**src/rtl/acq_pkg.sv**
```systemverilog
// Shared types and default sizing for the Raman acquisition sequencer.
package acq_pkg;

    localparam int PT_W             = 11;
    localparam int MEAS_W           = 17;
    localparam int GUARD_CYCLES_DEF = 64;

    typedef enum logic [1:0] {
        IDLE,
        ARM,
        SAMPLE,
        GUARD
    } acq_state_t;

endpackage

```
**src/rtl/trig_sync_edge.sv**
```systemverilog
// Synchroniser chain plus registered rising-edge detector for the async laser trigger.
module trig_sync_edge #(
    parameter int SYNC_STAGES = 2
) (
    input  logic clk,
    input  logic rst_n,
    input  logic trig,
    output logic trig_edge
);

    logic [SYNC_STAGES-1:0] sync;
    logic                   prev;

    always_ff @(posedge clk or negedge rst_n) begin
        if (!rst_n) begin
            sync      <= '0;
            prev      <= 1'b0;
            trig_edge <= 1'b0;
        end else begin
            sync      <= {sync[SYNC_STAGES-2:0], trig};
            prev      <= sync[SYNC_STAGES-1];
            trig_edge <= sync[SYNC_STAGES-1] & ~prev;
        end
    end

endmodule

```
**src/rtl/acq_sequencer.sv**
```systemverilog
// Acquisition timing sequencer: ARM -> SAMPLE -> GUARD per laser shot, MEASURES shots per series.
// Optional ARM trigger timeout is enabled by defining ACQ_TRIG_TIMEOUT_EN.
module acq_sequencer
    import acq_pkg::*;
#(
    parameter int PT_W         = acq_pkg::PT_W,
    parameter int MEAS_W       = acq_pkg::MEAS_W,
    parameter int GUARD_CYCLES = acq_pkg::GUARD_CYCLES_DEF,
    parameter int SYNC_STAGES  = 2
`ifdef ACQ_TRIG_TIMEOUT_EN
    , parameter int TIMEOUT_CYCLES = 1_000_000
`endif
) (
    input  logic              clk,
    input  logic              rst_n,
    input  logic              start,
    input  logic              abort,
    input  logic              trig,
    input  logic [PT_W-1:0]   POINTS,
    input  logic [MEAS_W-1:0] MEASURES,
    output logic [PT_W-1:0]   cnt_point,
    output logic [MEAS_W-1:0] cnt_measure,
    output logic              sample_valid,
    output logic              busy,
    output logic              done,
    output logic              cfg_err,
`ifdef ACQ_TRIG_TIMEOUT_EN
    output logic              trig_timeout,
`endif
    output logic              trig_overrun
);

    acq_state_t        state_q, state_n;
    logic [PT_W-1:0]   pt_q, pt_n, pts_q, pts_n;
    logic [MEAS_W-1:0] meas_q, meas_n, mcfg_q, mcfg_n;
    logic              done_q, done_n, cfg_err_q, cfg_err_n, ovr_q, ovr_n;
    logic              trig_edge;
    logic              cfg_bad;
    logic [PT_W-1:0]   guard_last;
`ifdef ACQ_TRIG_TIMEOUT_EN
    logic [19:0]       tmo_q, tmo_n;
    logic              tmo_pulse_q, tmo_pulse_n;
`endif

    trig_sync_edge #(
        .SYNC_STAGES(SYNC_STAGES)
    ) u_trig_sync_edge (
        .clk      (clk),
        .rst_n    (rst_n),
        .trig     (trig),
        .trig_edge(trig_edge)
    );

    // A shot must fit in the point counter, including the guard tail.
    assign cfg_bad = (POINTS == '0) || (MEASURES == '0) ||
                     ((32'(POINTS) + 32'(GUARD_CYCLES)) > ((32'd1 << PT_W) - 32'd1));
    assign guard_last = pts_q + PT_W'(GUARD_CYCLES - 1);

    always_comb begin
        state_n   = state_q;
        pt_n      = pt_q;
        meas_n    = meas_q;
        pts_n     = pts_q;
        mcfg_n    = mcfg_q;
        done_n    = 1'b0;
        cfg_err_n = 1'b0;
        ovr_n     = ovr_q;
`ifdef ACQ_TRIG_TIMEOUT_EN
        tmo_n       = '0;
        tmo_pulse_n = 1'b0;
`endif
        case (state_q)
            IDLE: begin
                if (start) begin
                    if (cfg_bad) begin
                        cfg_err_n = 1'b1;
                    end else begin
                        pts_n   = POINTS;
                        mcfg_n  = MEASURES;
                        ovr_n   = 1'b0;
                        pt_n    = '0;
                        meas_n  = '0;
                        state_n = ARM;
                    end
                end
            end
            ARM: begin
`ifdef ACQ_TRIG_TIMEOUT_EN
                if (trig_edge) begin
                    state_n = SAMPLE;
                    pt_n    = '0;
                end else if (tmo_q == 20'(TIMEOUT_CYCLES - 1)) begin
                    state_n     = IDLE;
                    pt_n        = '0;
                    meas_n      = '0;
                    tmo_pulse_n = 1'b1;
                end else begin
                    tmo_n = tmo_q + 20'd1;
                end
`else
                if (trig_edge) begin
                    state_n = SAMPLE;
                    pt_n    = '0;
                end
`endif
            end
            SAMPLE: begin
                if (trig_edge) ovr_n = 1'b1;
                pt_n = pt_q + PT_W'(1);
                if (pt_q == pts_q - PT_W'(1)) state_n = GUARD;
            end
            GUARD: begin
                if (trig_edge) ovr_n = 1'b1;
                if (pt_q == guard_last) begin
                    pt_n = '0;
                    if (meas_q == mcfg_q - MEAS_W'(1)) begin
                        meas_n  = '0;
                        done_n  = 1'b1;
                        state_n = IDLE;
                    end else begin
                        meas_n  = meas_q + MEAS_W'(1);
                        state_n = ARM;
                    end
                end else begin
                    pt_n = pt_q + PT_W'(1);
                end
            end
            default: state_n = IDLE;
        endcase

        // Abort overrides everything outside IDLE, including a simultaneous trigger.
        if (abort && (state_q != IDLE)) begin
            state_n = IDLE;
            pt_n    = '0;
            meas_n  = '0;
            done_n  = 1'b0;
            ovr_n   = ovr_q;
`ifdef ACQ_TRIG_TIMEOUT_EN
            tmo_n       = '0;
            tmo_pulse_n = 1'b0;
`endif
        end
    end

    always_ff @(posedge clk or negedge rst_n) begin
        if (!rst_n) begin
            state_q   <= IDLE;
            pt_q      <= '0;
            meas_q    <= '0;
            pts_q     <= '0;
            mcfg_q    <= '0;
            done_q    <= 1'b0;
            cfg_err_q <= 1'b0;
            ovr_q     <= 1'b0;
`ifdef ACQ_TRIG_TIMEOUT_EN
            tmo_q       <= '0;
            tmo_pulse_q <= 1'b0;
`endif
        end else begin
            state_q   <= state_n;
            pt_q      <= pt_n;
            meas_q    <= meas_n;
            pts_q     <= pts_n;
            mcfg_q    <= mcfg_n;
            done_q    <= done_n;
            cfg_err_q <= cfg_err_n;
            ovr_q     <= ovr_n;
`ifdef ACQ_TRIG_TIMEOUT_EN
            tmo_q       <= tmo_n;
            tmo_pulse_q <= tmo_pulse_n;
`endif
        end
    end

    assign cnt_point    = pt_q;
    assign cnt_measure  = meas_q;
    assign sample_valid = (state_q == SAMPLE);
    assign busy         = (state_q != IDLE);
    assign done         = done_q;
    assign cfg_err      = cfg_err_q;
    assign trig_overrun = ovr_q;
`ifdef ACQ_TRIG_TIMEOUT_EN
    assign trig_timeout = tmo_pulse_q;
`endif

endmodule

```
**config.mk**
```make
export PLATFORM = sky130hd
export DESIGN_NAME = acq_sequencer
export DESIGN_NICKNAME = d
export VERILOG_FILES = /design/src/rtl/acq_pkg.sv /design/src/rtl/trig_sync_edge.sv /design/src/rtl/acq_sequencer.sv
export SDC_FILE = /design/constraint.sdc
export NUM_CORES = 1
export LEC_CHECK = 0
export CAP_MARGIN = 20
export CORE_MARGIN = 4
export CORE_UTILIZATION = 35
export CTS_CLUSTER_DIAMETER = 100
export DETAILED_ROUTE_END_ITERATION = 8
export PLACE_DENSITY_LB_ADDON = 0.1
export REMOVE_ABC_BUFFERS = 1
export SKIP_CTS_REPAIR_TIMING = 1
export SLEW_MARGIN = 30
export SYNTH_ARGS = -nofsm -noshare
export SYNTH_HDL_FRONTEND = slang
export SYNTH_HIERARCHICAL = 1
export SYNTH_SLANG_ARGS = --single-unit
```
**constraint.sdc**
```tcl
create_clock -name clk -period 3.6 [get_ports clk]
set_clock_uncertainty 0.1 [all_clocks]
set_input_delay 0.36 -clock clk [delete_from_list [all_inputs] [get_ports clk]]
set_output_delay 0.36 -clock clk [all_outputs]
set_load 0.05 [all_outputs]
```
; ---- Word-level counts from Yosys, hierarchy flattened
; Cells that the tools add are included.
[totals]
out_inout_bits = 33
reg_bits = 65
word_cells = 82
inputBits = 33
[op_classes]
eq_ne = 14
n_reduce_logical = 15
n_bitwise = 4
n_mux = 31
addsub = 6
magnitude_cmp = 1
[op_table]
columns = operator, count
row1 = 17-bit two-way mux, 5
row2 = 11-bit two-way mux, 5
row3 = 11-bit one-hot mux with 4 select lines, 1
row4 = 17-bit one-hot mux with 2 select lines, 1
row5 = 11-bit equality test, 2
row6 = "17-bit by 1-bit adder with 17-bit output, second input constant", 1
row7 = 17-bit equality test, 1
row8 = 17-bit logical NOT, 1
row9 = "17-bit by 1-bit subtractor with 17-bit output, second input constant", 1
row10 = "11-bit by 7-bit adder with 12-bit output, second input constant", 1
row11 = "12-bit by 11-bit > comparator with 1-bit output, second input constant", 1
row12 = 2-bit two-way mux, 6
row13 = "11-bit by 1-bit adder with 11-bit output, second input constant", 1
row14 = "11-bit by 6-bit adder with 11-bit output, second input constant", 1
row15 = 11-bit logical NOT, 1
row16 = 1-bit two-way mux, 11
row17 = "11-bit by 1-bit subtractor with 11-bit output, second input constant", 1
row18 = 5-bit AND reduction, 2
row19 = "3-bit != test, second input constant", 3
row20 = 2-bit one-hot mux with 4 select lines, 1
row21 = 3-bit AND reduction, 2
row22 = "2-bit equality test, second input constant", 2
row23 = "2-bit != test, second input constant", 2
row24 = 4-bit AND reduction, 1
row25 = other kinds (13), 17

; ---- Longest topological paths before layout
; Gate-level depths: netlist (run 1).
[logic_depth]
word_depth = 7
mapped_depth = 14

; ---- Cells and area by module
; Netlist (run 1), hierarchy kept.
[by_module_without_submodules]
columns = module, seq_area_each_um2, n_inst, cells_per_inst, area_each_um2
row1 = acq_sequencer, 1526.5, 1, 450, 4101.4
row2 = trig_sync_edge, 100.1, 1, 5, 113.9

; ---- Worst setup path after synthesis (run 1)
; OpenSTA, ideal clock, no wires.
[synth_path]
kind = register to register
start = register mcfg_q[0]
end = register meas_q[10] (netlist: cnt_measure[10])
arrival_time_ps = 3168
setup_slack_ps = 211
setup_ps = 121
required_time_ps = 3379
n_path_buf = 3
synth_period_minus_slack_ps = 3389
path_stages_with_launch = 12
cell_sequence = dfrtp_1 -> or4_4 -> or4_4 -> or4_4 -> a311o_1 -> nor4_2 -> or2_1 -> buf_6 -> nor2b_2 -> buf_6 -> buf_6 -> a22o_1
[synth_between]
elab_chain_cells = 6
[synth_rtl]
columns = element, line
row1 = "start, declared", acq_sequencer.sv:35  ; logic [MEAS_W-1:0] meas_q, meas_n, mcfg_q, mcfg_n;
row2 = "start signal, assigned", acq_sequencer.sv:164  ; mcfg_q <= mcfg_n;
row3 = 17-bit by 1-bit subtractor with 17-bit output, acq_sequencer.sv:116  ; if (meas_q == mcfg_q - MEAS_W'(1)) begin
row4 = 17-bit equality test, acq_sequencer.sv:116
row5 = 17-bit two-way mux, acq_sequencer.sv:116
row6 = 17-bit two-way mux, acq_sequencer.sv:114  ; if (pt_q == guard_last) begin
row7 = 17-bit one-hot mux with 2 select lines, acq_sequencer.sv:72  ; case (state_q)
row8 = 17-bit two-way mux, acq_sequencer.sv:132  ; if (abort && (state_q != IDLE)) begin
row9 = "end signal, assigned", acq_sequencer.sv:162  ; meas_q <= meas_n;
row10 = "end, declared", acq_sequencer.sv:35
; Every way passes these cells. The select of a mux whose other input is x is not followed.
; A chain may end at the register's enable or synchronous reset.

; ---- Worst setup path in the final report (run 1)
[layout_path]
start = register mcfg_q[1]
end = register meas_q[16] (netlist: cnt_measure[16])
; Same word-level chain as after synthesis.

==> out/qor.yml, run 1 <==
grt_max_degree: 35
start_util_pct: 36.3
critPathLaunchType: "flop"
synth_area_leader_cell: "dfrtp_1"
first_pass_iters: 4
portBuffers: 65
r2r_start: "mcfg_q[1]$_DFFE_PN0P_"
grt_pass1_wl_mm: 20.5
grt_usage_pct: 18.0
fp.dieH_um: 118
cts_tree: "done"
path_clk_slew_ns: 0.05
ys_top_cells_by_area: "dfrtp_1 (39%), mux2_2 (5.9%), xor2_1 (4.6%)"
ir_worst_vdd_uv: 361
dr_wl_met3_um: 574
highest_layer: "met4"
layout-drive-gt1-share_pct: 13.0
setup_violations: 0
antenna_found_initial: 0
clk_latency_ns: 0.33
clock-root-buffer: "clkbuf_16"
slew_viol_final: 0
cts_sinks: 65
fin_area_sq_um: 5350
routed-wl-met2_mm: 5.01
synth_most_common_cell: "dfrtp_1"
nNetsFinal: 571
tightest_slew_ns: 0.540
cap_violations: 0
first_global_vias: 3806
min_path_type: "flop to flop"
yosysWarnings: 6
fin_total_pwr_w: 0.00393
drt_wl_total_mm: 12.0
routed_via_density: 5.62
ys_seq_area_share_pct: 38.6
status: "completed"
period_share_pct: 95.6
antenna_cells: 0
async_flop_share_pct: 100
max_freq_mhz: 291
rsz0062_at_grt: "false"
drtIter0Drc: 265
p_leak_nw: 2.26
yosysTopAreaCellShare_pct: 38.6
timing.slew.headroom_pct: 63.7
dpl.hpwl_mm: 9.02
ioPinCount: 66
drt-met1-wl_mm: 6.26
cts_buffers: 9
area_delta_synth_final_pct: 26.9
final_hold_viol_count: 0
r2r_cells: 9
die_area_sq_um: 13900
min_to: "u_trig_sync_edge/sync[1]$_DFF_PN0_"
r2r_slack_ns: 0.16
synth.distinct_cells: 67
power_density_nw_per_um2: 734
die_x_um: 118
worstReg2RegEnd: "cnt_measure[16]$_DFFE_PN0P_"
hold_start: "u_trig_sync_edge/sync[0]$_DFF_PN0_"
cp_max_fo: 15
gp_congestion: 0.868
required_ns: 3.71
rows: 39
syn-cell-area_sq_um: 4220
end_kind: "flop"
clk_path_buf_depth: 2
holdPathStages: 0
min_period_ns: 3.44
drc_errors: 0
synth_edf_count: 0
htreeDepth: 3
path_class: "flop to flop"
synthCells: 455
placed_area_sq_um: 5060
syn_area_per_cell_sq_um: 9.26
ant_nets: 0
synthFlopType: "dfrtp_1"
overflow: 0
ys_top_cells_by_count: "dfrtp_1 (65), o21ai_0 (28), nor2_1 (26)"
post_drt_wl_per_cell_um: 17.8
ys_ff_latch: 65
critPathArrivalTime_ns: 3.55
dr_total_vias: 3791
core_area_sq_um: 11600
how the worst max path moves through the flow:
stage | start | end | slack [ns] | depth (start not counted)
after detailed placement | mcfg_q[1]$_DFFE_PN0P_ | cnt_measure[16]$_DFFE_PN0P_ | 0.02 | 9
after CTS | mcfg_q[1]$_DFFE_PN0P_ | cnt_measure[16]$_DFFE_PN0P_ | -0.009 | 9
after global routing | mcfg_q[1]$_DFFE_PN0P_ | cnt_measure[14]$_DFFE_PN0P_ | 0.01 | 11
after global placement | mcfg_q[1]$_DFFE_PN0P_ | cnt_measure[16]$_DFFE_PN0P_ | 0.09 | 9
after floorplan | mcfg_q[0]$_DFFE_PN0P_ | cnt_measure[1]$_DFFE_PN0P_ | 0.12 | 8
final | mcfg_q[1]$_DFFE_PN0P_ | cnt_measure[16]$_DFFE_PN0P_ | 0.16 | 9
state kept, by name, indices dropped and copies added, names as in the netlist:
signal and cells:
cnt_point 11, mcfg_q 17, trig_overrun 1, state_q 2, done 1, u_trig_sync_edge/prev 1
u_trig_sync_edge/trig_edge 1, u_trig_sync_edge/sync 2, pts_q 11, cnt_measure 17, cfg_err 1
stage by stage:
stage | instances | setup WS [ns] | util [%] | setup TNS (ns) | hold slack (ns)
floorplan | 435 | 0.119 | - | 0 | -0.0356
global placement | 660 | 0.0866 | 43.6 | 0 | 0.209
detailed placement | 660 | 0.0249 | 43.6 | 0 | 0.208
CTS | 673 | -0.00938 | 45.8 | -0.0104 | -0.154
global route | 675 | 0.0129 | 46.1 | 0 | 0.266
finish | 675 | 0.158 | 46.1 | 0 | 0.262
worst max-delay path, stage by stage (launching register included):
cell and delay [ns]:
dfrtp_1 0.42, or4_4 0.57, or4_4 0.43, or4_4 0.53, a311o_1 0.37, nor4_2 0.20, or2_4 0.21, buf_6 0.16
o21ai_0 0.11, a22o_1 0.24
cell usage in the layout (no fill, tap or decap), types with 17 or more instances in the layout:
cell type,instances
o21ai_0,28
inv_1,19
clkdlybuf4s50_1,64
nor3_1,21
and3_1,22
nor2_1,26
buf_4,17
xor2_1,22
xnor2_1,17
nand2_1,23
mux2_2,22
dfrtp_1,65
cells by family after synthesis:
| family | Yosys count | synth area share [%] |
|---|---|---|
| AO/OA/AOI/OAI | 106 | 17.3 |
| flip-flops | 65 | 38.6 |
| adder cells (fa/ha/maj) | 8 | 2.37 |
| XOR/XNOR | 39 | 8.10 |
| multiplexers | 23 | 6.11 |
| AND/OR/NAND/NOR | 175 | 23.4 |
| buffers and inverters | 39 | 4.13 |
layout make-up:
| cell class | instances | area [sq um] |
|---|---|---|
| fill | 1144 | 6260 |
| inverter | 19 | 71.3 |
| clock buffer | 12 | 246 |
| tap | 143 | 179 |
| clock inverter | 1 | 5.00 |
| multi-input combinational | 351 | 2430 |
| timing repair buffer | 84 | 795 |
| sequential | 65 | 1630 |
power by group:
part	total (W)	internal (W)	switching, W
clock network	0.000770	0.000472	0.000298
registers	0.00123	0.000929	0.000301
logic	0.00193	0.000831	0.00109
total	0.00393	0.00223	0.00169
per-layer routing:
| layer | GRT usage (%) | up-vias |
|---|---|---|
| met5 | 0 | - |
| met4 | 5.49 | 0 |
| met3 | 3.56 | 14 |
| met2 | 25.7 | 102 |
| met1 | 27.2 | 1835 |
| li1 | - | 1840 |
Power figures use the tool's default switching activity.
==> run 2, diff against run 1 <==
--- a/config.mk
+++ b/config.mk
@@ -13,8 +13,9 @@
 export PLACE_DENSITY_LB_ADDON = 0.1
 export REMOVE_ABC_BUFFERS = 1
 export SKIP_CTS_REPAIR_TIMING = 1
-export SLEW_MARGIN = 30
+export SLEW_MARGIN = 20
 export SYNTH_ARGS = -nofsm -noshare
 export SYNTH_HDL_FRONTEND = slang
 export SYNTH_HIERARCHICAL = 1
 export SYNTH_SLANG_ARGS = --single-unit
+export TNS_END_PERCENT = 50
==> constraint.sdc (replaced) <==
create_clock -name clk -period 3.4 [get_ports clk]
set_clock_uncertainty 0.1 [all_clocks]
set_input_delay 0.34 -clock clk [delete_from_list [all_inputs] [get_ports clk]]
set_output_delay 0.34 -clock clk [all_outputs]
set_load 0.05 [all_outputs]
==> out/qor.yml, run 2 (same netlist as run 1, synthesis figures left out) <==
status: "completed"
dpl.hpwl_mm: 9.26
timing.slew.headroom_pct: 62.0
dp_cells: 676
die_area_sq_um: 13900
required_ns: 3.52
cts_tree: "done"
critPathArrivalTime_ns: 3.51
fin_total_pwr_w: 0.00436
antenna_cells: 0
holdWs_ns: 0.252
setup_violations: 0
core_area_sq_um: 11600
gp_congestion: 0.833
final_cell_mix: "dfrtp_1 (65), clkdlybuf4s50_1 (64), buf_4 (34)"
clk_path_buf_depth: 2
fillCellCount: 1115
min_path_type: "flop to flop"
critPathLaunchType: "flop"
placed_area_sq_um: 5180
overflow: 0
cap_violations: 0
cp_max_fo: 16
ant_nets: 0
min_period_ns: 3.40
first_pass_iters: 4
portBuffers: 65
ir_worst_vdd_uv: 392
area_delta_synth_final_pct: 31.0
layout-drive-gt1-share_pct: 16.5
end_kind: "flop"
clock-root-buffer: "clkbuf_16"
drt_wl_total_mm: 12.3
period_share_pct: 100
fin_area_sq_um: 5520
drtIter0Drc: 224
htreeDepth: 3
path_class: "flop to flop"
post_drt_wl_per_cell_um: 17.6
rsz0062_at_grt: "true"
cts_buffers: 9
drc_errors: 0
clk_latency_ns: 0.33
max_freq_mhz: 294
routed_via_density: 5.64
die_x_um: 118
antenna_found_initial: 0
ioPinCount: 66
dr_total_vias: 3918
start_util_pct: 36.3
power_density_nw_per_um2: 790
nNetsFinal: 588
first_global_vias: 3842
cts_sinks: 65
grt_pass1_wl_mm: 20.4
multi_input_area_sq_um: 2450
grt_max_degree: 35
rows: 39
final_hold_viol_count: 0
final_cells: 695
path_clk_slew_ns: 0.05
seq_area_sq_um: 1630
finalSetupTns_ns: 0
final_common_cell: "dfrtp_1"
p_leak_nw: 2.37
slew_viol_final: 0
tightest_slew_ns: 0.565
fp.dieH_um: 118
grt_usage_pct: 18.0
[run 2: changes by cell type in the layout (fill, tap and decap cells not counted)]
| cell | delta |
|---|---|
| o21ai_1 | +3 |
| nor2b_4 | +1 |
| nor4_1 | -1 |
| clkinv_2 | +2 |
| clkbuf_8 | +1 |
| nor2b_2 | -1 |
| o21ai_0 | -3 |
| nor4_4 | +1 |
| a2bb2o_2 | +1 |
| buf_4 | +17 |
| a2bb2o_1 | -1 |
[run 2: power breakdown]
| group | switching, W | internal (W) | leakage [nW] |
|---|---|---|---|
| combinational | 0.00124 | 0.000995 | 1.39 |
| clock | 0.000334 | 0.000530 | 0.139 |
| sequential | 0.000285 | 0.000984 | 0.836 |
| total | 0.00185 | 0.00251 | 2.37 |
[run 2: final cells by class]
type / instances / share of cell area [%]
clock buffer: 13 / 4.71
clock inverter: 3 / 0.272
inverter: 19 / 1.29
multi-input combinational: 351 / 44.3
sequential: 65 / 29.5
tap: 143 / 3.24
timing repair buffer: 101 / 16.7
[run 2: metal layers]
metal  GRT usage (%)  wire length [um]
met3            3.65               555
met1            27.2              6420
met2            25.5              5190
met5               0                 0
met4            6.23                89
[run 2: per-stage QoR]
stage / setup WS, ns / util, %
global placement: -0.0586 / 44.6
CTS: -0.182 / 47.0
global route: -0.150 / 47.6
floorplan: -0.0810 / -
detailed placement: -0.151 / 44.6
finish: 0.00143 / 47.6
[run 2: final timing paths]
path / startpoint / to / slack (ns) / cells past startpoint
setup / recovery: mcfg_q[1]$_DFFE_PN0P_ / cnt_measure[1]$_DFFE_PN0P_ / 0.001 / 9
hold / removal: u_trig_sync_edge/sync[0]$_DFF_PN0_ / u_trig_sync_edge/sync[1]$_DFF_PN0_ / 0.25 / 0
setup reg to reg: mcfg_q[1]$_DFFE_PN0P_ / cnt_measure[1]$_DFFE_PN0P_ / 0.001 / 9
hold reg to reg: u_trig_sync_edge/sync[0]$_DFF_PN0_ / u_trig_sync_edge/sync[1]$_DFF_PN0_ / 0.25 / 0
max in group asynchronous: rst_n / mcfg_q[12]$_DFFE_PN0P_ / 2.24 / 3
min in group asynchronous: rst_n / cnt_measure[0]$_DFFE_PN0P_ / 0.30 / 2
[run 2: critical path, stage by stage (launching register included)]
cell and delay [ns]:
dfrtp_1 0.38, or4_4 0.55, or4_4 0.44, or4_4 0.53, a311o_1 0.31, nor4_4 0.31
or2_4 0.20, buf_4 0.12, nor2b_4 0.08, a2bb2o_2 0.27
==> run 3, diff against run 2 <==
--- a/config.mk
+++ b/config.mk
@@ -12,7 +12,6 @@
 export DETAILED_ROUTE_END_ITERATION = 8
 export PLACE_DENSITY_LB_ADDON = 0.1
 export REMOVE_ABC_BUFFERS = 1
-export SKIP_CTS_REPAIR_TIMING = 1
 export SLEW_MARGIN = 20
 export SYNTH_ARGS = -nofsm -noshare
 export SYNTH_HDL_FRONTEND = slang
==> out/qor.yml, run 3 (same netlist as run 1, synthesis figures left out) <==
overflow: 0
critPathArrivalTime_ns: 3.51
fp.dieH_um: 118
cts_buffers: 9
path_clk_slew_ns: 0.05
clk_path_buf_depth: 2
first_global_vias: 3856
htreeDepth: 3
cp_slowest_cell: "or4_4"
path_cells: "or4_4 > or4_4 > or4_4 > a311o_1 > nor4_4 > buf_4 > buf_6 > nor4_2 > o311a_1 > a21o_1"
path_class: "flop to flop"
cts_tree: "done"
timing.slew.headroom_pct: 60.6
post_drt_wl_per_cell_um: 17.6
fin_total_pwr_w: 0.00443
crit_top_cell: "or4_4"
required_ns: 3.52
worst_path_largest_cell_delay_ns: 0.55
final_hold_viol_count: 0
drtIter0Drc: 192
routed_via_density: 5.56
critPathLaunchType: "flop"
period_share_pct: 99.6
setup_violations: 0
dr_total_vias: 3900
rsz0062_at_grt: "true"
nNetsFinal: 595
start_util_pct: 36.3
p_leak_nw: 2.41
max_freq_mhz: 295
die_area_sq_um: 13900
path_buf_inv: 2
min_path_type: "flop to flop"
antenna_found_initial: 0
grt_max_degree: 35
placed_area_sq_um: 5180
power_density_nw_per_um2: 787
ir_worst_vdd_uv: 392
grt_usage_pct: 18.1
area_delta_synth_final_pct: 33.7
slew_viol_final: 0
portBuffers: 65
final_common_cell: "dfrtp_1"
drc_errors: 0
end_kind: "flop"
cts_sinks: 65
clock-root-buffer: "clkbuf_16"
final_cell_mix: "dfrtp_1 (65), clkdlybuf4s50_1 (64), buf_4 (35)"
ioPinCount: 66
tightest_slew_ns: 0.586
clk_latency_ns: 0.33
antenna_cells: 0
core_area_sq_um: 11600
rows: 39
min_period_ns: 3.39
die_x_um: 118
layout-drive-gt1-share_pct: 17.9
fillCellCount: 1102
drt_wl_total_mm: 12.4
critical_path.top_delay_family: "simple AND/OR/NAND/NOR gates"
gp_congestion: 0.833
ant_nets: 0
dpl.hpwl_mm: 9.26
fin_area_sq_um: 5630
cap_violations: 0
status: "completed"
grt_pass1_wl_mm: 20.5
cp_max_fo: 2
first_pass_iters: 4
-- run 3: stage by stage --
| step | hold WS (ns) | util [%] | setup WS [ns] | std cells | setup TNS (ns) |
|---|---|---|---|---|---|
| after detailed placement | 0.118 | 44.6 | -0.151 | 676 | -2.13 |
| after global placement | 0.113 | 44.6 | -0.0586 | 676 | -0.597 |
| after floorplan | -0.0556 | - | -0.0810 | 435 | -0.0835 |
| after CTS | 0.260 | 47.7 | -0.0694 | 697 | -0.250 |
| after global routing | 0.262 | 48.5 | -0.0775 | 702 | -0.388 |
| final | 0.252 | 48.5 | 0.0128 | 702 | 0 |
-- run 3: timing repair --
| item | CTS | global route |
|---|---|---|
| hold buffers | 1 | 0 |
| setup endpoints to repair | 17 | 18 |
| resized for setup | 12 | 14 |
| buffers inserted | 4 | 6 |
| endpoints found under the hold margin | 8 | 0 |
| pin swaps | 4 | 4 |
| gates cloned | 0 | 0 |
-- run 3: report_power, final --
| part | leakage [nW] | total [W] | internal (W) | switching (W) |
|---|---|---|---|---|
| clock network | 0.139 | 0.000861 | 0.000530 | 0.000332 |
| logic | 1.44 | 0.00230 | 0.00104 | 0.00126 |
| registers | 0.836 | 0.00127 | 0.000984 | 0.000289 |
| total | 2.41 | 0.00443 | 0.00255 | 0.00188 |
-- run 3: path summary, 6_finish.rpt --
| check | startpoint | endpoint | slack [ns] | cells after the start |
|---|---|---|---|---|
| max in group asynchronous | rst_n | mcfg_q[7]$_DFFE_PN0P_ | 2.24 | 3 |
| min reg2reg | u_trig_sync_edge/sync[0]$_DFF_PN0_ | u_trig_sync_edge/sync[1]$_DFF_PN0_ | 0.25 | 0 |
| max | mcfg_q[3]$_DFFE_PN0P_ | state_q[0]$_DFFE_PN0P_ | 0.01 | 10 |
| min | u_trig_sync_edge/sync[0]$_DFF_PN0_ | u_trig_sync_edge/sync[1]$_DFF_PN0_ | 0.25 | 0 |
| max reg2reg | mcfg_q[3]$_DFFE_PN0P_ | state_q[0]$_DFFE_PN0P_ | 0.01 | 10 |
| min in group asynchronous | rst_n | cnt_measure[0]$_DFFE_PN0P_ | 0.30 | 2 |
-- run 3: cell type report --
class | count | area (sq um) | area share [%]
Clock inverter | 3 | 15.0 | 0.266
Sequential cell | 65 | 1630 | 28.9
Tap cell | 143 | 179 | 3.18
Inverter | 19 | 71.3 | 1.27
Multi-Input combinational cell | 351 | 2480 | 43.9
Timing Repair Buffer | 108 | 1010 | 17.9
Clock buffer | 13 | 260 | 4.62
-- run 3: worst register-to-register path, cell delays in order, from the launching register on --
cell	delay, ns
dfrtp_1	0.38
or4_4	0.55
or4_4	0.44
or4_4	0.53
a311o_1	0.31
nor4_4	0.24
buf_4	0.15
buf_6	0.08
nor4_2	0.03
o311a_1	0.32
a21o_1	0.15
-- run 3: metal layers --
metal	part of all wire [%]	GRT usage, %
met1	52	27.2
met4	0.82	5.93
met5	0	0
met2	43	25.9
met3	4.7	3.65
